===== src/rtl/lfsr_pkg.sv =====
// Shared defaults and FSM state type for the LFSR run controller.
package lfsr_pkg;

  localparam int          LFSR_WIDTH = 16;
  localparam logic [15:0] LFSR_TAPS  = 16'hB400;

  typedef enum logic [1:0] {
    ST_IDLE = 2'd0,
    ST_RUN  = 2'd1,
    ST_DONE = 2'd2
  } fsm_t;

endpackage


===== src/rtl/lfsr_next.sv =====
// Fibonacci LFSR step: shift left, feedback bit is the parity of the tapped bits.
// Purely combinational; holds no state.
module lfsr_next
  import lfsr_pkg::*;
#(
  parameter int               WIDTH = LFSR_WIDTH,
  parameter logic [WIDTH-1:0] TAPS  = LFSR_TAPS
) (
  input  logic [WIDTH-1:0] i_state,
  output logic [WIDTH-1:0] o_next
);

  assign o_next = {i_state[WIDTH-2:0], ^(i_state & TAPS)};

endmodule


===== src/rtl/lfsr_ctrl.sv =====
// Runs an LFSR from a captured seed, streaming each state over valid/ready until
// the state repeats or the step limit is hit; reports the measured period.
module lfsr_ctrl
  import lfsr_pkg::*;
#(
  parameter int               WIDTH = LFSR_WIDTH,
  parameter logic [WIDTH-1:0] TAPS  = LFSR_TAPS
) (
  input  logic             clk,
  input  logic             reset,
  input  logic             start,
  input  logic [WIDTH-1:0] seed,
  input  logic [WIDTH-1:0] max_steps,
  input  logic             abort,
  output logic             out_valid,
  input  logic             out_ready,
  output logic [WIDTH-1:0] out_data,
  output logic             busy,
  output logic             done,
  output logic [WIDTH-1:0] period,
  output logic             period_found,
  output logic             err_zero_seed
);

  fsm_t             r_fsm;
  fsm_t             w_fsm_nxt;
  logic [WIDTH-1:0] r_lfsr;
  logic [WIDTH-1:0] r_seed;
  logic [WIDTH-1:0] r_limit;
  logic [WIDTH-1:0] r_count;
  logic [WIDTH-1:0] r_period;
  logic             r_period_found;
  logic             r_err_zero;

  logic [WIDTH-1:0] w_next;
  logic [WIDTH-1:0] w_count_inc;
  logic             w_accept;
  logic             w_xfer;
  logic             w_hit_seed;
  logic             w_hit_limit;

  lfsr_next #(
    .WIDTH (WIDTH),
    .TAPS  (TAPS)
  ) u_next (
    .i_state (r_lfsr),
    .o_next  (w_next)
  );

  // abort outranks both a start in IDLE and a transfer in RUN
  assign w_accept    = (r_fsm == ST_IDLE) && start && !abort;
  assign w_xfer      = out_valid && out_ready && !abort;
  assign w_count_inc = r_count + 1'b1;
  assign w_hit_seed  = (w_next == r_seed);
  assign w_hit_limit = (w_count_inc == r_limit);

  always_comb begin
    w_fsm_nxt = r_fsm;
    case (r_fsm)
      ST_IDLE: begin
        if (w_accept) begin
          w_fsm_nxt = (seed == '0) ? ST_DONE : ST_RUN;
        end
      end
      ST_RUN: begin
        if (abort) begin
          w_fsm_nxt = ST_IDLE;
        end else if (w_xfer && (w_hit_seed || w_hit_limit)) begin
          w_fsm_nxt = ST_DONE;
        end
      end
      ST_DONE: w_fsm_nxt = ST_IDLE;
      default: w_fsm_nxt = ST_IDLE;
    endcase
  end

  always_ff @(posedge clk or posedge reset) begin
    if (reset) begin
      r_fsm          <= ST_IDLE;
      r_lfsr         <= '0;
      r_seed         <= '0;
      r_limit        <= '0;
      r_count        <= '0;
      r_period       <= '0;
      r_period_found <= 1'b0;
      r_err_zero     <= 1'b0;
    end else begin
      r_fsm <= w_fsm_nxt;
      if (w_accept) begin
        r_lfsr         <= seed;
        r_seed         <= seed;
        // zero requests the longest possible run, so count can never wrap
        r_limit        <= (max_steps == '0) ? '1 : max_steps;
        r_count        <= '0;
        r_period       <= '0;
        r_period_found <= 1'b0;
        r_err_zero     <= (seed == '0);
      end else if (w_xfer) begin
        r_lfsr  <= w_next;
        r_count <= w_count_inc;
        if (w_hit_seed) begin
          r_period       <= w_count_inc;
          r_period_found <= 1'b1;
        end else if (w_hit_limit) begin
          r_period <= w_count_inc;
        end
      end
    end
  end

  assign out_valid     = (r_fsm == ST_RUN);
  assign busy          = (r_fsm == ST_RUN);
  assign done          = (r_fsm == ST_DONE);
  assign out_data      = r_lfsr;
  assign period        = r_period;
  assign period_found  = r_period_found;
  assign err_zero_seed = r_err_zero;

endmodule

===== config.mk =====
export PLATFORM = sky130hd
export DESIGN_NAME = lfsr_ctrl
export DESIGN_NICKNAME = d
export VERILOG_FILES = /design/src/rtl/lfsr_pkg.sv /design/src/rtl/lfsr_next.sv /design/src/rtl/lfsr_ctrl.sv
export SDC_FILE = /design/constraint.sdc
export NUM_CORES = 1
export LEC_CHECK = 0
export CAP_MARGIN = 25
export CORE_ASPECT_RATIO = 0.75
export CORE_MARGIN = 2
export CORE_UTILIZATION = 25
export CTS_CLUSTER_SIZE = 20
export DETAILED_ROUTE_END_ITERATION = 12
export SLEW_MARGIN = 25
export SYNTH_ARGS = -nofsm -noshare
export SYNTH_HDL_FRONTEND = slang
export SYNTH_SLANG_ARGS = --single-unit

===== constraint.sdc =====
create_clock -name clk -period 7.1 [get_ports clk]
set_input_delay 1.42 -clock clk [delete_from_list [all_inputs] [get_ports clk]]
set_output_delay 1.42 -clock clk [all_outputs]
set_load 0.005 [all_outputs]

==> qor.txt, run 1 <==
r2r setup slk - 3.57 ns
Die Span Y - 120 um
RR Startpoint - r_count[4]
LEAKAGE - 2.40 nW
Clock transition at path regs - 0.06 ns
crit end category - flip-flop
CTS buffer count - 9
I/O pin total - 74
Core Region - 0.0177 mm2
cell taking the most area after synthesis - dfrtp_1
Max-slew headroom - 0.327
Routed WL per cell - 16.3 um
grt ovf - 0
run status - finished, final reports clean
Seq/Total Area, Yosys - 0.467
maxcap violations - 0
Area contributors post-synth - dfrtp_1 47%, nand2_1 10%, xor2_1 6.2%
final period utilization - 0.497
post-CTS setup buffer count - 0
Crit. Startpoint - r_count[4]
GRT Total Usage - 0.138
largest net degree at the start of global routing - 85
yosys warns - 0
syn_area_per_cell - 9.32 um2
post-DP HPWL - 9310 um
clock tree buffer depth - 2
crit path launch type - flip-flop
IO buf count - 73
unrepaired setup endpoints after global routing - no
DRC Markers - 0
reg2reg end - r_fsm[0]
Worst path slowest cell - o41a_2
vias per cell - 4.79
Post-synth ARST share - 1.00
share of the synthesized area in the top cell type - 0.467
Crit Path Class - reg2reg
1st-pass router iterations - 4
Final Util - 0.323
TNS Setup - 0 ns
Cell Area, Synth - 0.00450 mm2
HP Class - reg2reg
Initial Util - 0.255
Root Buffer - clkbuf_16
die width - 159 um
Placed Area - 0.00540 mm2
Reg area - 0.00210 mm2
Cell Rows - 42
Clock Sinks - 84
total power draw - 1.38 mW
TritonCTS clock tree - built
#FFs+latches synth - 84
top_reg_cell synth - dfrtp_1
Placer Congestion - 0.897
post-layout minimum cycle time - 3.53 ns
Clock Skew - 0.00607 ns
post_cts resized - 0
Ant. Diodes - 0
clk_lat worst skew - 0.34 ns
number of flops mapped to enable cells by yosys - 0
max frequency - 284 MHz
Post-layout nets - 576
post-cts hold buffer count - 0
global-route wire length before repair - 20700 um
Final Hold Viols - 0
hold-critical path depth - 2
H-tree Lvls - 3
footprint of the multi-input gates - 0.00223 mm2
Max VDD drop - 0.0892 mV
layout cells sized above 1 - 0.0609
cells along the critical path - nand3_1, nor4_1, nor3_1, nor4_2, nand4b_1, o41a_2, a22o_2
Mapped Cells - 483
Critical Path Max Stage Delay - 0.70 ns
Post-DRT Antenna Nets - 0
Layout area overhead - 26.7%
Slew @ Worst Pin - 1.01 ns
post-route cell area - 0.00570 mm2
WHS Endpoint - err_zero_seed
CP Max Fanout - 17
initial drt markers - 284
layout filler cell count - 1879
syn nets - 521
Yosys cell types - 49
initial antenna violation count - 0
setup violators final - 0
critical path required time - 7.33 ns
vias in the first global route - 3677
Worst Path Arrival - 3.75 ns
worst r2r path cells - 7
vias after detailed routing - 3758
DIE AREA - 0.0191 mm2
hold_sp - err_zero_seed
Pwr Density - 242 mW/mm2
Routed WL - 12800 um
max-slew violation count - 0
cells in the mapped netlist (4+ instances only):
cell type / number
nand2_1: 122
or3_1: 7
nand2b_1: 6
xor2_1: 32
clkbuf_1: 21
buf_2: 4
inv_1: 4
mux2i_1: 21
nand4_1: 10
xnor2_1: 24
o21ai_0: 14
o22a_1: 16
nor2_1: 21
nor3_1: 5
or2_2: 4
dfrtp_1: 84
buf_4: 5
nor4_1: 18
a21oi_1: 11
nor2b_1: 4
nand3_1: 16
worst max-delay path by stage:
stage / slack (ns) / end / cells after the start
after floorplan: 3.51 / err_zero_seed / 1
after CTS: 3.51 / r_fsm[0] / 7
final: 3.57 / r_fsm[0] / 7
after detailed placement: 3.22 / r_fsm[0] / 5
after global placement: 3.29 / r_fsm[0] / 5
after global routing: 3.48 / r_fsm[0] / 8
through the flow:
| step | worst slack, ns | hold WS (ns) | instances |
|---|---|---|---|
| CTS | 3.51 | 0.498 | 784 |
| finish | 3.57 | 0.488 | 784 |
| detailed placement | 3.22 | 0.482 | 769 |
| global placement | 3.29 | 0.470 | 769 |
| floorplan | 3.51 | 0.465 | 483 |
| global route | 3.48 | 0.514 | 784 |
power breakdown:
part / switching [mW] / leakage (nW) / internal, mW
clock: 0.187 / 0.138 / 0.280
combinational: 0.144 / 1.18 / 0.151
sequential: 0.0772 / 1.07 / 0.540
total: 0.409 / 2.40 / 0.971
layout make-up:
cell class,count,area share
inverters,4,0.00285
repair buffers,76,0.133
multi-input cells,363,0.391
clock inverters,4,0.00878
flip-flops and latches,84,0.369
well taps,242,0.0531
clock buffers,11,0.0426
critical path, delay by kind of cell, from the launching register on:
| family | cells | cell delay [ns] |
|---|---|---|
| flip-flops | 1 | 0.61 |
| AO/OA/AOI/OAI | 2 | 1.00 |
| AND/OR/NAND/NOR | 5 | 1.80 |
layout by cell type (no fill, tap or decap), drive strengths merged, types with 3 or more instances in the layout:
master         count
nor2b              4
mux2i             21
o21ai             14
or3                8
nor4              19
inv                3
o22a              16
xor2              32
nand2            123
or2                4
nor2              21
buf                3
nand3             17
nor3               5
clkbuf            11
a21oi             11
xnor2             24
nand2b             6
nand4             10
clkdlybuf4s50     73
dfrtp             84
per-layer routing:
layer | vias up | wire (um) | track usage
met1 | 1855 | 6710 | 0.219
met3 | 6 | 937 | 0.0346
met2 | 128 | 5080 | 0.180
met5 | - | 0 | 0
li1 | 1769 | - | -
met4 | 0 | 87 | 0.0364
cells by family after synthesis:
| family | synth area share |
|---|---|
| xor gates and xnor gates | 0.114 |
| muxes | 0.0467 |
| and+or+nand+nor | 0.242 |
| DFF | 0.467 |
| adders and majority gates | 0.00278 |
| buffers and inverters | 0.0406 |
| AOI/OAI and AO/OA | 0.0859 |
flip-flops by register name, indices dropped and copies added (netlist names):
name,cells
period_found,1
err_zero_seed,1
period,16
r_seed,16
out_data,16
r_count,16
r_limit,16
r_fsm,2
Power figures use the tool's default switching activity.
==> inputs of run 2 (changes only) <==
==> constraint.sdc (replaced) <==
create_clock -name clk -period 3.5 [get_ports clk]
set_input_delay 0.7 -clock clk [delete_from_list [all_inputs] [get_ports clk]]
set_output_delay 0.7 -clock clk [all_outputs]
set_load 0.005 [all_outputs]
==> run 2 against run 1 <==
Clock skew rose by 0.0012 ns. Design area rose by 2.1%. Register-to-register slack got worse by 3.2 ns. Count of clock-buffer cells in the layout did not move. Sequential power rose by 100%. Non-clock buffer count rose by 9. Highest routed layer unchanged.
==> qor.txt, run 2 (synthesis results as in run 1) <==
run status - finished, final reports clean
max-slew violation count - 0 (unchanged)
Clock transition at path regs - 0.06 ns (about the same)
Routed WL - 12500 um (-2.1%)
1st-pass router iterations - 4 (unchanged)
Root Buffer - clkbuf_16
Clock Sinks - 84 (unchanged)
Routed WL per cell - 15.8 um (-3.2%)
clock tree buffer depth - 2 (unchanged)
Worst path slowest cell - nor4_1
H-tree Lvls - 3 (unchanged)
grt ovf - 0 (unchanged)
setup violators final - 0 (unchanged)
post-layout minimum cycle time - 3.15 ns (-0.376 ns)
TNS Setup - 0 ns (unchanged)
initial drt markers - 296 (+4.2%)
post-DP HPWL - 9430 um (+1.3%)
post-cts hold buffer count - 0 (unchanged)
LEAKAGE - 2.47 nW (+3.0%)
post_cts resized - 0 (unchanged)
Die Span Y - 120 um (unchanged)
total power draw - 2.93 mW (+110%)
most common cell after layout, fill and taps aside - nand2_1
Final Hold Viols - 0 (unchanged)
Largest delay share family, worst path - simple AND/OR/NAND/NOR gates
Ant. Diodes - 0 (unchanged)
critical path required time - 3.72 ns (-3.61 ns)
Slew @ Worst Pin - 0.642 ns (-0.364 ns)
Worst Path Arrival - 3.37 ns (-0.38 ns)
final period utilization - 0.900 (+0.403)
CTS buffer count - 9 (unchanged)
Post-layout nets - 585 (+1.6%)
DRC Markers - 0 (unchanged)
Placer Congestion - 0.902 (+0.50%)
CP Max Fanout - 17 (unchanged)
vias after detailed routing - 3720 (-1.0%)
pre-CTS WS - 0.388 ns (-2.83 ns)
worst r2r path cells - 9 (+2)
vias in the first global route - 3628 (-1.3%)
IO buf count - 73 (unchanged)
maxcap violations - 0 (unchanged)
post-CTS setup buffer count - 0 (unchanged)
TritonCTS clock tree - built
HP Class - reg2reg
crit end category - flip-flop
unrepaired setup endpoints after global routing - no
largest net degree at the start of global routing - 56 (-34%)
WP buf/inv - 1 (+1)
Critical Path Max Stage Delay - 0.50 ns (-0.20 ns)
initial antenna violation count - 0 (unchanged)
layout cells sized above 1 - 0.0762 (+0.0153)
I/O pin total - 74 (unchanged)
cells along the critical path - ha_1, nand3_1, nor4_1, xor2_1, xor2_1, a2111o_1, o41a_1, buf_4, a22o_2
most used cell along the critical path - xor2_1
Critical Path Stages - 9 (+2)
Crit Path Class - reg2reg
Cell Rows - 42 (unchanged)
Core Region - 0.0177 mm2 (unchanged)
DIE AREA - 0.0191 mm2 (unchanged)
GRT Total Usage - 0.136 (-0.00157)
Max-slew headroom - 0.571 (+0.245)
Max VDD drop - 0.276 mV (+210%)
Post-DRT Antenna Nets - 0 (unchanged)
max frequency - 318 MHz (+12%)
Pwr Density - 503 mW/mm2 (+110%)
global-route wire length before repair - 20500 um (-1.3%)
vias per cell - 4.69 (-2.1%)
Initial Util - 0.255 (unchanged)
crit path launch type - flip-flop
clk_lat worst skew - 0.34 ns (about the same)
Layout area overhead - 29.4%
Clock Skew - 0.00731 ns (+0.00124 ns)
commonest non-fill, non-tap cells in the layout - 122 x nand2_1, 84 x dfrtp_1, 73 x clkdlybuf4s50_1
Min Hold Slack - 0.475 ns (-0.0121 ns)
hold-critical path depth - 2 (unchanged)
r2r setup slk - 0.35 ns (-3.22 ns)
setup ws final - 0.350 ns (-3.22 ns)
die width - 159 um (unchanged)
run 2: worst paths after layout:
check,start,end
setup / recovery,r_count[0],r_fsm[0]
hold / removal,period_found,period_found
setup reg to reg,r_count[0],r_fsm[0]
hold reg to reg,period_found,period_found
max in group asynchronous,reset,r_count[9]
min in group asynchronous,reset,err_zero_seed
run 2: final cells by class:
class | instances | area (um2)
fill | 1846 | 11800
multi-input combinational | 363 | 2230
inverter | 4 | 16.3
clock buffer | 11 | 243
clock inverter | 4 | 97.6
sequential | 84 | 2100
tap | 242 | 303
timing repair buffer | 85 | 833
run 2: where the power goes:
group          leakage, nW  switching (mW)  total (mW)  internal, mW
Clock                0.162           0.372        1.09         0.713
Sequential            1.07           0.155        1.25          1.10
Combinational         1.23           0.281       0.591         0.310
run 2: tightest hold or removal path: cells and delay by family, from the launching register on:
| family | cells | cell delay, ns |
|---|---|---|
| and+or+nand+nor | 2 | 0.10 |
| DFF | 1 | 0.34 |
run 2: layer usage:
layer | track usage | vias up | routed length (um)
li1 | - | 1796 | -
met2 | 0.176 | 104 | 4880
met1 | 0.221 | 1810 | 6830
met4 | 0.0330 | 0 | 123
met3 | 0.0305 | 10 | 718
met5 | 0 | - | 0
run 2: metrics by stage:
step	utilization	std cells	area, um2
after CTS	0.330	793	5820
after detailed placement	0.310	778	5480
final	0.330	793	5820
after floorplan	-	483	4500
after global placement	0.310	778	5480
after global routing	0.330	793	5820
==> inputs of run 3 (changes only) <==
--- a/config.mk
+++ b/config.mk
@@ -11,6 +11,8 @@
 export CORE_UTILIZATION = 25
 export CTS_CLUSTER_SIZE = 20
 export DETAILED_ROUTE_END_ITERATION = 12
+export GPL_TIMING_DRIVEN = 0
+export SETUP_SLACK_MARGIN = 0.05
 export SLEW_MARGIN = 25
 export SYNTH_ARGS = -nofsm -noshare
 export SYNTH_HDL_FRONTEND = slang
==> run 3 against run 2 <==
Clock skew decreased by 0.0019 ns. Critical path type unchanged. Worst hold slack about the same. Final cell count increased by 2.8%. Critical path depth increased by 2. Die area unchanged. Fmax decreased by 1.2%. Highest routed layer unchanged. Register-to-register slack got worse by 0.04 ns.
==> qor.txt, run 3 (synthesis results as in run 1) <==
Cell Rows - 42 (unchanged)
initial antenna violation count - 0 (unchanged)
Slew @ Worst Pin - 1.14 ns (+0.496 ns)
layout filler cell count - 1877 (+1.7%)
post-cts hold buffer count - 0 (unchanged)
post-layout minimum cycle time - 3.19 ns (+0.0371 ns)
run status - finished, final reports clean
hold-critical path depth - 2 (unchanged)
H-tree Lvls - 3 (unchanged)
Critical Path Max Stage Delay - 0.54 ns (+0.04 ns)
global-route wire length before repair - 20900 um (+2.3%)
Initial Util - 0.255 (unchanged)
initial drt markers - 238 (-20%)
maxcap violations - 0 (unchanged)
critical path required time - 3.72 ns (about the same)
DIE AREA - 0.0191 mm2 (unchanged)
grt ovf - 0 (unchanged)
clock tree buffer depth - 2 (unchanged)
cells along the critical path - ha_1, nand3_1, clkbuf_2, nor4_2, xor2_1, xor2_1, a2111o_1, o41a_1, buf_6, buf_12, mux2i_1
vias per cell - 4.65 (-0.84%)
DRC Markers - 0 (unchanged)
die width - 159 um (unchanged)
max frequency - 314 MHz (-1.2%)
1st-pass router iterations - 5 (+1)
WP buf/inv - 3 (+2)
largest net degree at the start of global routing - 52 (-7.1%)
IO buf count - 73 (unchanged)
most used cell along the critical path - xor2_1
post-DP HPWL - 9750 um (+3.3%)
crit path launch type - flip-flop
CP Max Fanout - 10 (-7)
max-slew violation count - 0 (unchanged)
Final Hold Viols - 0 (unchanged)
vias after detailed routing - 3791 (+1.9%)
worst r2r path cells - 11 (+2)
vias in the first global route - 3653 (+0.69%)
setup violators final - 0 (unchanged)
CTS buffer count - 9 (unchanged)
TNS Setup - 0 ns (unchanged)
Post-layout nets - 606 (+3.6%)
post-route cell area - 0.00587 mm2 (+0.84%)
Ant. Diodes - 0 (unchanged)
Core Region - 0.0177 mm2 (unchanged)
Routed WL per cell - 15.7 um (-0.98%)
Clock Sinks - 84 (unchanged)
Placed Area - 0.00557 mm2 (+1.6%)
Worst path slowest cell - dfrtp_1
Post-DRT Antenna Nets - 0 (unchanged)
Worst Path Arrival - 3.41 ns (+0.04 ns)
TritonCTS clock tree - built
commonest non-fill, non-tap cells in the layout - 122 x nand2_1, 84 x dfrtp_1, 73 x clkdlybuf4s50_1
Largest delay share family, worst path - compound AO/OA/AOI/OAI gates
layout cells sized above 1 - 0.0750 (-0.00118)
Layout area overhead - 30.5%
final period utilization - 0.910 (+0.0106)
LEAKAGE - 2.48 nW (+0.64%)
most common cell after layout, fill and taps aside - nand2_1
I/O pin total - 74 (unchanged)
Max VDD drop - 0.220 mV (-20%)
Clock Skew - 0.00542 ns (-0.00188 ns)
Clock transition at path regs - 0.06 ns (about the same)
Routed WL - 12800 um (+1.8%)
Die Span Y - 120 um (unchanged)
GRT Total Usage - 0.139 (+0.00281)
Pwr Density - 473 mW/mm2 (-5.9%)
clk_lat worst skew - 0.34 ns (about the same)
Critical Path Stages - 11 (+2)
Max-slew headroom - 0.230 (-0.341)
unrepaired setup endpoints after global routing - no
Crit Path Class - reg2reg
HP Class - reg2reg
Root Buffer - clkbuf_16
crit end category - flip-flop
Placer Congestion - 0.886 (-1.8%)
run 3: stage by stage:
step           power (mW)  hold slack (ns)   util  setup WS, ns  std cells
2_1_floorplan        1.57            0.465      -         0.635        483
3_3_place_gp         1.86            0.461  0.313        -0.874        798
3_5_place_dp         1.87            0.463  0.315         0.105        799
4_1_cts              2.81            0.479  0.332         0.153        815
5_1_grt              2.94            0.517  0.332        0.0851        815
6_report             2.78            0.475  0.332         0.313        815
run 3: power by group:
| part | total, mW | switching (mW) | internal, mW |
|---|---|---|---|
| sequential | 1.25 | 0.152 | 1.10 |
| clock | 0.926 | 0.388 | 0.538 |
| combinational | 0.605 | 0.291 | 0.314 |
| total | 2.78 | 0.831 | 1.95 |
run 3: worst min-delay path: stages, from the launching register on:
cell	delay [ns]
dfrtp_1	0.34
nand2_1	0.05
nand2_1	0.05
run 3: per-layer routing:
layer	routed length (um)	global-route usage	part of all wire	vias up
met3	901	0.0350	0.071	13
met4	144	0.0364	0.011	0
li1	-	-	-	1839
met5	0	0	0	-
met1	6890	0.227	0.54	1805
met2	4830	0.174	0.38	134
run 3: timing repair:
action	in CTS	in global routing
setup endpoints to repair	0	17
resized for setup	0	4
buffers inserted	0	0
run 3: final cells by class:
class	count	area, um2	area share
plain buffers	32	169	0.0288
clock buffers	13	270	0.0460
clock inverters	3	20.0	0.00341
inverters	4	20.0	0.00341
multi-input cells	363	2230	0.379
flip-flops and latches	84	2100	0.358
well taps	242	303	0.0516
repair buffers	74	758	0.129
run 3: final timing paths:
| check | from | to | slack (ns) |
|---|---|---|---|
| setup / recovery | r_count[0] | period[5] | 0.31 |
| max in group asynchronous | reset | r_limit[13] | 2.22 |
| min in group asynchronous | reset | err_zero_seed | 0.72 |
| hold reg to reg | period_found | period_found | 0.48 |
| setup reg to reg | r_count[0] | period[5] | 0.31 |
| hold / removal | period_found | period_found | 0.48 |
